--- config.mk ---
export PLATFORM = sky130hd
export DESIGN_NAME = mem_arbiter
export DESIGN_NICKNAME = d
export VERILOG_FILES = /design/src/rtl/mem_arbiter_pkg.sv /design/src/rtl/mem_arbiter_rr.sv /design/src/rtl/mem_arbiter.sv
export SDC_FILE = /design/constraint.sdc
export NUM_CORES = 1
export LEC_CHECK = 0
export CELL_PAD_IN_SITES_DETAIL_PLACEMENT = 1
export CELL_PAD_IN_SITES_GLOBAL_PLACEMENT = 1
export CORE_MARGIN = 5
export CORE_UTILIZATION = 28
export CTS_CLUSTER_SIZE = 20
export DETAILED_ROUTE_END_ITERATION = 10
export MAX_ROUTING_LAYER = met4
export PLACE_DENSITY = 0.81
export SYNTH_ARGS = -nofsm -noshare
export SYNTH_HDL_FRONTEND = slang
export SYNTH_HIERARCHICAL = 1
export SYNTH_SLANG_ARGS = --single-unit
--- constraint.sdc ---
create_clock -name clk -period 1.4 [get_ports clk]
set_clock_uncertainty 0.15 [all_clocks]
set_input_delay 0.28 -clock clk [delete_from_list [all_inputs] [get_ports clk]]
set_output_delay 0.28 -clock clk [all_outputs]
set_load 0.01 [all_outputs]
--- src/rtl/mem_arbiter_pkg.sv ---
`default_nettype none
// ============================================================================
// Module      : mem_arbiter_pkg
// Description : Shared FSM state encoding and owner id encoding for mem_arbiter.
// Revision    : 1.0 - initial release
// ============================================================================
package mem_arbiter_pkg;

    typedef enum logic [1:0] {
        IDLE   = 2'd0,
        ACCESS = 2'd1,
        WAIT   = 2'd2,
        DONE   = 2'd3
    } state_t;

    localparam logic OWN_A = 1'b0;
    localparam logic OWN_B = 1'b1;

endpackage
`default_nettype wire

--- src/rtl/mem_arbiter_rr.sv ---
`default_nettype none
// ============================================================================
// Module      : rr_arbiter2
// Description : Combinational two-way round-robin pick; ties go to the port
//               that was not served last.
// Revision    : 1.0 - initial release
// ============================================================================
module rr_arbiter2
    import mem_arbiter_pkg::*;
(
    input  logic [1:0] req,
    input  logic       last,
    output logic       grant,
    output logic       valid
);

    always_comb begin
        valid = |req;
        grant = OWN_A;
        case (req)
            2'b10:   grant = OWN_B;
            2'b11:   grant = (last == OWN_A) ? OWN_B : OWN_A;
            default: grant = OWN_A;
        endcase
    end

endmodule
`default_nettype wire

--- src/rtl/mem_arbiter.sv ---
`default_nettype none
// ============================================================================
// Module      : mem_arbiter
// Description : Two-port (CPU A / IO B) arbiter onto a single-port synchronous
//               memory; one access per four cycles, round-robin on ties.
// Revision    : 1.0 - initial release
// ============================================================================
module mem_arbiter
    import mem_arbiter_pkg::*;
#(
    parameter int ADDR_WIDTH = 6,
    parameter int DATA_WIDTH = 16
) (
    input  logic                  clk,
    input  logic                  rst,
    input  logic                  a_req,
    input  logic                  a_we,
    input  logic [ADDR_WIDTH-1:0] a_addr,
    input  logic [DATA_WIDTH-1:0] a_wdata,
    output logic                  a_ack,
    output logic [DATA_WIDTH-1:0] a_rdata,
    input  logic                  b_req,
    input  logic                  b_we,
    input  logic [ADDR_WIDTH-1:0] b_addr,
    input  logic [DATA_WIDTH-1:0] b_wdata,
    output logic                  b_ack,
    output logic [DATA_WIDTH-1:0] b_rdata,
    output logic                  mem_we,
    output logic [ADDR_WIDTH-1:0] mem_addr,
    output logic [DATA_WIDTH-1:0] mem_wdata,
    input  logic [DATA_WIDTH-1:0] mem_q,
    output logic                  busy
);

    state_t                r_state;
    state_t                w_state_next;
    logic                  r_we;
    logic                  r_owner;
    logic                  r_last;
    logic                  r_mem_we;
    logic [ADDR_WIDTH-1:0] r_mem_addr;
    logic [DATA_WIDTH-1:0] r_mem_wdata;
    logic                  r_a_ack;
    logic                  r_b_ack;
    logic [DATA_WIDTH-1:0] r_a_rdata;
    logic [DATA_WIDTH-1:0] r_b_rdata;

    logic                  w_grant;
    logic                  w_valid;
    logic                  w_sel_we;
    logic [ADDR_WIDTH-1:0] w_sel_addr;
    logic [DATA_WIDTH-1:0] w_sel_wdata;

    rr_arbiter2 u_rr (
        .req   ({b_req, a_req}),
        .last  (r_last),
        .grant (w_grant),
        .valid (w_valid)
    );

    always_comb begin
        w_sel_we    = (w_grant == OWN_B) ? b_we    : a_we;
        w_sel_addr  = (w_grant == OWN_B) ? b_addr  : a_addr;
        w_sel_wdata = (w_grant == OWN_B) ? b_wdata : a_wdata;
    end

    always_ff @(posedge clk) begin
        if (rst) begin
            r_state <= IDLE;
        end else begin
            r_state <= w_state_next;
        end
    end

    always_comb begin
        w_state_next = r_state;
        case (r_state)
            IDLE:    w_state_next = w_valid ? ACCESS : IDLE;
            ACCESS:  w_state_next = WAIT;
            WAIT:    w_state_next = DONE;
            DONE:    w_state_next = IDLE;
            default: w_state_next = IDLE;
        endcase
    end

    // Request fields are captured once at grant; later input changes are ignored.
    always_ff @(posedge clk) begin
        if (rst) begin
            r_we        <= 1'b0;
            r_owner     <= OWN_A;
            r_last      <= OWN_B;
            r_mem_we    <= 1'b0;
            r_mem_addr  <= '0;
            r_mem_wdata <= '0;
            r_a_ack     <= 1'b0;
            r_b_ack     <= 1'b0;
            r_a_rdata   <= '0;
            r_b_rdata   <= '0;
        end else begin
            r_mem_we <= 1'b0;
            r_a_ack  <= 1'b0;
            r_b_ack  <= 1'b0;
            case (r_state)
                IDLE: begin
                    if (w_valid) begin
                        r_owner     <= w_grant;
                        r_we        <= w_sel_we;
                        r_mem_we    <= w_sel_we;
                        r_mem_addr  <= w_sel_addr;
                        r_mem_wdata <= w_sel_wdata;
                    end
                end
                WAIT: begin
                    if (!r_we) begin
                        if (r_owner == OWN_A) begin
                            r_a_rdata <= mem_q;
                        end else begin
                            r_b_rdata <= mem_q;
                        end
                    end
                    r_a_ack <= (r_owner == OWN_A);
                    r_b_ack <= (r_owner == OWN_B);
                end
                DONE: begin
                    r_last <= r_owner;
                end
                default: begin
                end
            endcase
        end
    end

    assign mem_we    = r_mem_we;
    assign mem_addr  = r_mem_addr;
    assign mem_wdata = r_mem_wdata;
    assign a_ack     = r_a_ack;
    assign b_ack     = r_b_ack;
    assign a_rdata   = r_a_rdata;
    assign b_rdata   = r_b_rdata;
    assign busy      = (r_state != IDLE);

endmodule
`default_nettype wire

==> impl_metrics.csv, run 1 <==
group,metric,value,unit
global_route,antenna_found_initial,0,
status,violations,"setup timing",
global_route,grt_util_met1,0.176,
global_route,grt_pass1_wl,15.2,mm
finish,layout_commonest_cell,"clkdlybuf4s50_1",
clock_tree,cts_hold_buf,0,
yosys,synthMuxAreaShare,0.197,
sta,finalCritPeriodShare,1.12,
yosys,yosys_warnings,6,
power,combPwrFrac,0.328,
die,io_pins,124,
power,p_sw,0.00168,W
clock_tree,htree_levels,3,
clock_tree,path_clk_slew,0.08,ns
status,status,"complete, but fails checks",
yosys,synth_top_family_by_area,"multiplexers",
global_route,grt_start_max_net_pins,42,
yosys,synth_adder_area_share,0.0176,
clock_tree,cts_buffers,9,
yosys,ys_ff_latch,62,
finish,final_area,4740,µm²
sta,relSlewSlack,0.804,
sta,holdWs,0.269,ns
clock_tree,clock_sinks,62,
die,fp-row-count,36,
worst_setup_path,crit_fanout,8,
job,cap_viol_max_count,0,
worst_setup_path,arrival,1.67,ns
global_route,gr-usage-met3,0.0546,
die,core,9860,µm²
detailed_routing,drtAntennaViolNets,0,
finish,diodes,0,
sta,finalSetupViolations,50,
placement,dp_hpwl,6.27,mm
worst_setup_path,crit_slowest_cell,"dfxtp_2",
sta,rsz0062_at_grt,"true",
power,leakage,1.91,nW
worst_setup_path,cp.required,1.50,ns
power,seq_power_share,0.381,
global_route,first_global_vias,2813,
detailed_routing,avgRoutedWirePerCell,18.2,µm
placement,placed_area,4250,µm²
power,peakVddDrop,0.448,mV
yosys,synth_compound_area_frac,0.147,
finish,multi_input_area,1660,µm²
clock_tree,cts_tree,"done",
global_route,gr-usage-all-layers,0.160,
detailed_routing,drtIter0Drc,47,
power,total_power,0.00552,W
yosys,synthXorXnorAreaFrac,0,
finish,syn2layout_area_growth,66.4,%
yosys,synth_area_leaders,"dfxtp_1 44%, mux2i_1 20%, nand2b_1 11%",
sta,hold_violations,0,
power,power_frac_clock,0.291,
sta,setup_ws,-0.164,ns
worst_setup_path,startpoint_type,"flip-flop",
finish,fillers,1071,
finish,drive_gt1_frac,0.353,
power,sw_frac_of_total,0.304,
die,die_w,111,µm
sta,timing.fmax,0.639,GHz
die,start_util,0.289,
worst_setup_path,crit_chain,"inv_2 -> buf_6 -> ha_4 -> nor3b_4 -> buf_4 -> buf_12 -> mux2i_2",
worst_setup_path,path_class,"reg2reg",
placement,port_buffers,123,
worst_setup_path,critPathMaxStageDelay,0.32,ns
yosys,yosys.area.top_type,"dfxtp_1",
sta,tightest_slew,0.294,ns
yosys,syn_nets,328,
yosys,yosysTopAreaCellShare,0.435,
finish,post-route-util,0.481,
worst_hold_path,hold_path.class,"in2reg",
worst_setup_path,worst-path-buf-inv,4,
yosys,yosysUniqueCellTypes,25,
finish,mostFrequentLayoutCells,"62 x clkdlybuf4s50_1, 56 x dfxtp_1, 48 x nand2b_1",
detailed_routing,finalWirelength,9.72,mm
clock_tree,cts_buffer_depth,2,
global_route,grt_overflow_total,0,
placement,finalWeightedCongestion,0.767,
yosys,synth-simple-area-share,0.133,
detailed_routing,drc,0,
yosys,synthesis.instances,258,
yosys,avgSynthCellArea,11.0,µm²
detailed_routing,viasPerCell,4.64,
worst_setup_path,crit_family,"buffers and inverters",
worst_setup_path,cp-end-kind,"flip-flop",
clock_tree,insertion_delay,0.34,ns
die,die_h,111,µm
finish,regArea,1250,µm²
detailed_routing,dr.pass1.iters,4,
global_route,use_met2,0.274,
global_route,grt.busiest_layer,"met2",
sta,setup_tns,-3.68,ns
power,pwr_density_cell,1160,nW/µm²
power,internal_power,0.00384,W
clock_tree,clockRootBuffer,"clkbuf_8",
yosys,synthesis.area,2850,µm²
yosys,yosysSeqAreaShare,0.435,
detailed_routing,vias,2480,
die,dieArea,12300,µm²
sta,fin_crit,1.56,ns
sta,slew_violations,0,
finish,nNetsFinal,467,
## power by group through the flow
stage | sequential (W) | clock [W] | combinational, W
detailed placement | 0.00213 | 0 | 0.00162
floorplan | 0.00220 | 0 | 0.000823
CTS | 0.00210 | 0.00167 | 0.00168
global route | 0.00213 | 0.00174 | 0.00194
finish | 0.00211 | 0.00161 | 0.00181
global placement | 0.00213 | 0 | 0.00157
## worst register-to-register path, cell delays in order, from the launching register on
cell,delay (ns)
dfxtp_2,0.32
inv_2,0.08
buf_6,0.11
ha_4,0.13
nor3b_4,0.19
buf_4,0.15
buf_12,0.14
mux2i_2,0.22
## synth_stat cells
cell type	instances
a211o_1	1
a211oi_1	3
a211oi_2	20
a21bo_2	1
a21boi_1	1
a21oi_1	24
and2_4	1
and3b_1	1
buf_2	9
buf_4	2
buf_6	6
buf_8	3
clkbuf_1	4
dfxtp_1	62
ha_1	4
inv_1	3
mux2i_1	56
nand2b_1	48
nand3_1	1
nand3b_1	1
nor2_1	1
nor2b_1	2
nor3b_1	2
nor3b_2	1
or2_1	1
## per-stage QoR
step                      setup WS (ns)  std cells
after floorplan                 -0.0247        258
after global placement           -0.419        504
after detailed placement         -0.493        504
after CTS                        -0.134        531
after global routing             -0.232        535
final                            -0.164        535
## per-layer routing
metal | up-vias | share of wire | routed length (µm)
li1 | 1184 | - | -
met4 | 0 | 0.011 | 104
met5 | - | 0 | 0
met3 | 11 | 0.068 | 657
met2 | 89 | 0.51 | 4990
met1 | 1196 | 0.41 | 3970
## layout make-up
class,instances,share of cell area
multi-input cells,172,0.351
repair buffers,149,0.306
flip-flops and latches,62,0.263
well taps,133,0.0351
clock buffers,12,0.0327
clock inverters,4,0.00950
inverters,3,0.00237
## sequential cells by signal, summed over array words and instances (netlist names), 2 cells and up
signal / count
mem_wdata: 16
a_rdata: 16
r_state: 2
mem_addr: 6
b_rdata: 16
## final timing paths
check | from | endpoint | slack, ns | depth (start not counted)
min reg2reg | a_rdata[12]$_SDFFE_PP0P_ | a_rdata[12]$_SDFFE_PP0P_ | 0.32 | 2
min | rst | mem_wdata[0]$_SDFFE_PP0P_ | 0.27 | 3
max reg2reg | r_state[0]$_SDFF_PP0_ | a_rdata[10]$_SDFFE_PP0P_ | -0.16 | 7
max | r_state[0]$_SDFF_PP0_ | a_rdata[10]$_SDFFE_PP0P_ | -0.16 | 7
## cells by family after synthesis
family	after synthesis
flip-flops	62
buffers and inverters	27
AO/OA/AOI/OAI	50
adder cells (fa/ha/maj)	4
multiplexers	56
AND/OR/NAND/NOR	59
## what timing repair did
action / 4_1_cts / 5_1_grt
gates resized for setup: 126 / 93
buffers inserted: 5 / 5
pin swaps: 5 / 13
setup endpoints to repair: 114 / 104
gates cloned: 6 / 2
No activity file was read; power rests on OpenSTA's default activity.
==> inputs of run 2 (changes only) <==
--- a/config.mk
+++ b/config.mk
@@ -7,7 +7,7 @@
 export LEC_CHECK = 0
 export CELL_PAD_IN_SITES_DETAIL_PLACEMENT = 1
 export CELL_PAD_IN_SITES_GLOBAL_PLACEMENT = 1
-export CORE_MARGIN = 5
+export CORE_MARGIN = 3
 export CORE_UTILIZATION = 28
 export CTS_CLUSTER_SIZE = 20
 export DETAILED_ROUTE_END_ITERATION = 10
==> run 2 against run 1 <==
Net effect: the flow still finishes with violations (setup timing); core utilization fell by 0.098 points; first-iteration DRC count fell by 13%; cell count fell by 0.19%; clock-buffer cell count decreased by 1; combinational power about the same; setup slack gained 0.011 ns; cell area decreased by 0.66%; worst hold slack worse by 0.037 ns; via count rose by 0.16%; highest routed layer unchanged.
==> impl_metrics.csv, run 2 (synthesis gave the netlist of run 1 again) <==
group,metric,value,unit
detailed_routing,vias,2484,
job,cap_viol_max_count,0,
clock_tree,clock_sinks,62,
die,core,9820,µm²
finish,post-route-util,0.480,
detailed_routing,drtAntennaViolNets,0,
placement,dp_hpwl,6.09,mm
worst_setup_path,crit_start,"r_state[0]$_SDFF_PP0_",
finish,drive_gt1_frac,0.369,
status,violations,"setup timing",
sta,setup_ws,-0.153,ns
global_route,gr-usage-met3,0.0650,
finish,mostFrequentLayoutCells,"62 x clkdlybuf4s50_1, 58 x dfxtp_1, 48 x nand2b_1",
finish,layout_commonest_cell,"clkdlybuf4s50_1",
worst_setup_path,path_class,"reg2out",
global_route,use_met2,0.314,
global_route,grt_overflow_total,0,
sta,tightest_slew,0.250,ns
die,die_h,107,µm
clock_tree,cts_hold_buf,0,
worst_setup_path,crit_chain,"inv_2 -> ha_2 -> inv_1 -> buf_2",
worst_setup_path,arrival,1.12,ns
die,start_util,0.290,
worst_hold_path,hold_path.class,"in2reg",
clock_tree,insertion_delay,0.33,ns
global_route,grt_pass1_wl,14.9,mm
finish,final_area,4710,µm²
global_route,grt.busiest_layer,"met2",
detailed_routing,dr.pass1.iters,4,
die,die_w,107,µm
sta,hold_violations,0,
finish,nNetsFinal,467,
global_route,grt_start_max_net_pins,42,
clock_tree,cts_buffers,9,
finish,syn2layout_area_growth,65.3,%
worst_setup_path,crit_slowest_cell,"dfxtp_2",
worst_setup_path,critPathCapture,"busy",
worst_setup_path,worst-path-buf-inv,3,
power,leakage,1.91,nW
global_route,first_global_vias,2862,
finish,multi_input_area,1700,µm²
finish,regArea,1250,µm²
sta,holdWs,0.232,ns
clock_tree,cts_tree,"done",
clock_tree,htree_levels,3,
sta,fin_crit,1.55,ns
sta,relSlewSlack,0.833,
worst_setup_path,cp.required,0.97,ns
sta,setup_tns,-1.78,ns
power,pwr_density_cell,1200,nW/µm²
finish,fillers,1095,
worst_setup_path,crit_family,"flip-flops",
worst_setup_path,worstReg2RegStart,"r_state[0]$_SDFF_PP0_",
power,peakVddDrop,0.423,mV
worst_setup_path,crit_fanout,3,
detailed_routing,viasPerCell,4.65,
die,fp-row-count,36,
global_route,antenna_found_initial,0,
placement,port_buffers,123,
placement,finalWeightedCongestion,0.704,
detailed_routing,finalWirelength,9.33,mm
detailed_routing,drtIter0Drc,41,
sta,timing.fmax,0.644,GHz
sta,finalCritPeriodShare,1.11,
worst_hold_path,hold_depth,3,
worst_setup_path,cp.depth,4,
status,status,"complete, but fails checks",
sta,finalSetupViolations,38,
worst_setup_path,r2r_slack,-0.10,ns
worst_setup_path,startpoint_type,"flip-flop",
clock_tree,cts_buffer_depth,2,
clock_tree,path_clk_slew,0.07,ns
detailed_routing,drc,0,
global_route,grt_util_met1,0.172,
die,dieArea,11400,µm²
clock_tree,clockRootBuffer,"clkbuf_8",
detailed_routing,avgRoutedWirePerCell,17.5,µm
die,io_pins,124,
global_route,gr-usage-all-layers,0.171,
worst_setup_path,rr_endpoint,"a_rdata[14]$_SDFFE_PP0P_",
placement,placed_area,4260,µm²
worst_setup_path,cp-end-kind,"output pin",
worst_setup_path,critPathMaxStageDelay,0.32,ns
worst_setup_path,r2r_cells,7,
sta,slew_violations,0,
finish,diodes,0,
sta,rsz0062_at_grt,"true",
run 2: cell types whose count changed in the layout (fill, tap and decap cells not counted), moves of 2 or more:
cell / previous run / this run
a211oi_1: 2 / 0
a211oi_2: 21 / 23
clkbuf_2: 29 / 41
clkdlybuf4s15_1: 17 / 11
clkdlybuf4s15_2: 6 / 1
dfxtp_1: 56 / 58
dfxtp_2: 6 / 4
mux2i_2: 10 / 6
mux2i_4: 11 / 15
run 2: per-layer routing:
layer | wire length (µm) | vias up
met5 | 0 | -
met3 | 827 | 4
li1 | - | 1184
met1 | 3350 | 1200
met2 | 5120 | 96
met4 | 31 | 0
run 2: worst register-to-register path, stage by stage (launching register included):
cell     delay, ns
dfxtp_2       0.32
inv_2         0.06
buf_6         0.10
ha_4          0.13
nor3b_4       0.20
buf_6         0.15
buf_12        0.12
mux2i_1       0.19
run 2: per-stage QoR:
stage          setup WS [ns]  cells  total power, W
2_1_floorplan        -0.0247    258         0.00302
3_3_place_gp          -0.441    506         0.00370
3_5_place_dp          -0.539    506         0.00376
4_1_cts               -0.177    539         0.00571
5_1_grt               -0.237    534         0.00598
6_report              -0.153    534         0.00566
run 2: layout make-up:
| cell class | instances | area share |
|---|---|---|
| repair buffers | 149 | 0.290 |
| clock inverters | 4 | 0.0149 |
| clock buffers | 11 | 0.0321 |
| well taps | 133 | 0.0353 |
| inverters | 3 | 0.00239 |
| multi-input cells | 172 | 0.361 |
| flip-flops and latches | 62 | 0.264 |
run 2: what timing repair did:
action / 4_1_cts / 5_1_grt
gates resized for setup: 130 / 101
endpoints found under the setup margin: 114 / 115
pin swaps: 3 / 10
setup buffers: 10 / 0
gates cloned: 8 / 0
run 2: worst min path at each step:
stage	startpoint	endpoint	slack, ns
2_1_floorplan	mem_q[10]	b_rdata[10]$_SDFFE_PP0P_	0.31
3_3_place_gp	a_rdata[7]$_SDFFE_PP0P_	a_rdata[7]$_SDFFE_PP0P_	0.31
3_5_place_dp	a_rdata[1]$_SDFFE_PP0P_	a_rdata[1]$_SDFFE_PP0P_	0.32
4_1_cts	rst	mem_wdata[8]$_SDFFE_PP0P_	0.21
5_1_grt	rst	mem_wdata[8]$_SDFFE_PP0P_	0.22
6_report	rst	mem_wdata[8]$_SDFFE_PP0P_	0.23
run 2: power breakdown:
part           internal (W)  total (W)  leakage, nW  switching, W
Sequential          0.00197    0.00210        0.508      0.000130
Clock               0.00108    0.00177        0.115      0.000688
Combinational      0.000943    0.00178         1.29      0.000837
==> inputs of run 3 (changes only) <==
--- a/config.mk
+++ b/config.mk
@@ -7,7 +7,7 @@
 export LEC_CHECK = 0
 export CELL_PAD_IN_SITES_DETAIL_PLACEMENT = 1
 export CELL_PAD_IN_SITES_GLOBAL_PLACEMENT = 1
-export CORE_MARGIN = 3
+export CORE_MARGIN = 2
 export CORE_UTILIZATION = 28
 export CTS_CLUSTER_SIZE = 20
 export DETAILED_ROUTE_END_ITERATION = 10
==> run 3 against run 2 <==
Net effect: the flow still finishes with violations (setup timing); sequential power is essentially flat; setup slack worse by 0.013 ns; cell count grew 0.56%; clock power hardly changed; maximum frequency fell by 0.81%; sequential cell count is the same; via count increased by 1.4%; die area decreased by 3.7%; critical endpoint is now b_rdata[2]$_SDFFE_PP0P_; largest power group unchanged; highest routed layer unchanged.
==> impl_metrics.csv, run 3 (synthesis gave the netlist of run 1 again) <==
group,metric,value,unit
die,dieArea,11000,µm²
worst_setup_path,arrival,1.67,ns
sta,setup_tns,-4.85,ns
detailed_routing,drc,0,
finish,multi_input_area,1780,µm²
die,io_pins,124,
worst_setup_path,worst-path-buf-inv,5,
finish,nNetsFinal,469,
detailed_routing,drtAntennaViolNets,0,
finish,layout_commonest_cell,"clkdlybuf4s50_1",
global_route,gr-usage-all-layers,0.179,
sta,hold_violations,0,
worst_setup_path,critPathMaxStageDelay,0.33,ns
clock_tree,cts_buffers,9,
power,p_sw,0.00176,W
finish,regArea,1240,µm²
die,start_util,0.290,
global_route,grt_overflow_total,0,
detailed_routing,finalWirelength,9.61,mm
worst_setup_path,cp-end-kind,"flip-flop",
finish,diodes,0,
detailed_routing,routed-wl-met2,5.14,mm
placement,pre_cts_ws,-0.485,ns
status,status,"complete, but fails checks",
sta,holdWs,0.217,ns
worst_setup_path,crit_slowest_cell,"dfxtp_2",
detailed_routing,drtIter0Drc,73,
clock_tree,clockRootBuffer,"clkbuf_8",
sta,rsz0062_at_grt,"true",
die,fp-row-count,36,
detailed_routing,viasPerCell,4.69,
worst_setup_path,critPathMostFrequentCell,"buf_6",
job,cap_viol_max_count,0,
detailed_routing,met3_length,729,µm
power,peakVddDrop,0.593,mV
finish,stdcell_count,537,
placement,finalWeightedCongestion,0.702,
clock_tree,htree_levels,3,
sta,slew_violations,0,
power,seq_power_share,0.367,
die,die_w,105,µm
worst_hold_path,hold_path.class,"in2reg",
die,die_h,105,µm
sta,finalCritPeriodShare,1.12,
placement,dp_hpwl,5.79,mm
clock_tree,clock_sinks,62,
detailed_routing,vias,2519,
detailed_routing,m1WireLength,3.61,mm
sta,timing.fmax,0.639,GHz
worst_setup_path,crit_chain,"inv_2 -> buf_6 -> ha_4 -> buf_6 -> nand3b_1 -> buf_4 -> buf_12 -> mux2i_2",
worst_setup_path,path_class,"reg2reg",
global_route,first_global_vias,2766,
worst_setup_path,cp.required,1.51,ns
sta,fin_crit,1.57,ns
sta,tightest_slew,0.411,ns
detailed_routing,dr.pass1.iters,4,
power,power_frac_clock,0.306,
power,combPwrFrac,0.327,
clock_tree,cts_tree,"done",
clock_tree,cts_hold_buf,0,
detailed_routing,dr.max_layer_used,"met4",
sta,finalSetupViolations,54,
status,violations,"setup timing",
finish,fillers,1085,
placement,port_buffers,123,
clock_tree,path_clk_slew,0.08,ns
worst_setup_path,crit_family,"buffers and inverters",
global_route,grt_start_max_net_pins,45,
worst_setup_path,startpoint_type,"flip-flop",
finish,drive_gt1_frac,0.374,
sta,setup_ws,-0.166,ns
detailed_routing,avgRoutedWirePerCell,17.9,µm
clock_tree,cts_buffer_depth,2,
die,core,9820,µm²
sta,relSlewSlack,0.726,
finish,syn2layout_area_growth,68.2,%
clock_tree,insertion_delay,0.33,ns
global_route,grt_pass1_wl,15.0,mm
global_route,antenna_found_initial,0,
finish,mostFrequentLayoutCells,"62 x clkdlybuf4s50_1, 59 x dfxtp_1, 48 x nand2b_1",
placement,dp_cells,503,
power,sw_frac_of_total,0.308,
power,internal_power,0.00396,W
power,pwr_density_cell,1190,nW/µm²
worst_setup_path,crit_fanout,8,
power,leakage,1.92,nW
run 3: cell count changes in the layout (fill, tap and decap cells not counted), moves of 2 or more:
cell	delta
mux2i_4	+6
buf_4	+3
clkinv_4	+3
mux2i_1	-3
mux2i_2	-3
a211oi_1	+2
a211oi_2	-2
buf_12	-2
buf_2	-2
buf_6	+2
clkbuf_8	-2
clkdlybuf4s15_1	+2
run 3: per-stage QoR:
| step | total power [W] | cell area [µm²] | utilization |
|---|---|---|---|
| after floorplan | 0.00302 | 2860 | - |
| after global placement | 0.00369 | 4240 | 0.432 |
| after detailed placement | 0.00375 | 4240 | 0.432 |
| after CTS | 0.00569 | 4790 | 0.488 |
| after global routing | 0.00601 | 4790 | 0.488 |
| final | 0.00571 | 4790 | 0.488 |
run 3: area by class of cell:
class | instances | share of cell area
clock buffer | 9 | 0.0258
clock inverter | 7 | 0.0206
inverter | 3 | 0.00235
multi-input combinational | 172 | 0.371
sequential | 62 | 0.260
tap | 133 | 0.0347
timing repair buffer | 151 | 0.286
run 3: final timing paths:
kind                            slack (ns)                      end  cells after the start               startpoint
worst max-delay path                 -0.17  b_rdata[2]$_SDFFE_PP0P_                      8    r_state[0]$_SDFF_PP0_
worst min-delay path                  0.22     r_owner$_SDFFE_PP0P_                      3                      rst
worst max register to register       -0.17  b_rdata[2]$_SDFFE_PP0P_                      8    r_state[0]$_SDFF_PP0_
worst min register to register        0.33  a_rdata[8]$_SDFFE_PP0P_                      2  a_rdata[8]$_SDFFE_PP0P_
run 3: power groups by stage:
stage	sequential [W]	combinational, W	clock, W
4_1_cts	0.00209	0.00180	0.00180
3_3_place_gp	0.00212	0.00157	0
2_1_floorplan	0.00220	0.000823	0
3_5_place_dp	0.00213	0.00162	0
5_1_grt	0.00213	0.00199	0.00189
6_report	0.00210	0.00187	0.00175
run 3: tightest hold or removal path, delay by kind of cell:
kind	cells	cell delay (ns)
compound gates	1	0.05
buf+inv	2	0.32
run 3: timing repair:
action | CTS | global route
resized for setup | 139 | 97
cloned | 6 | 2
setup buffers | 8 | 6
endpoints found under the setup margin | 115 | 112
pin swaps | 15 | 15
run 3: routing by layer:
metal / vias up / GRT usage
li1: 1193 / -
met1: 1218 / 0.192
met2: 97 / 0.314
met3: 11 / 0.0611
met4: 0 / 0.0467
met5: - / -
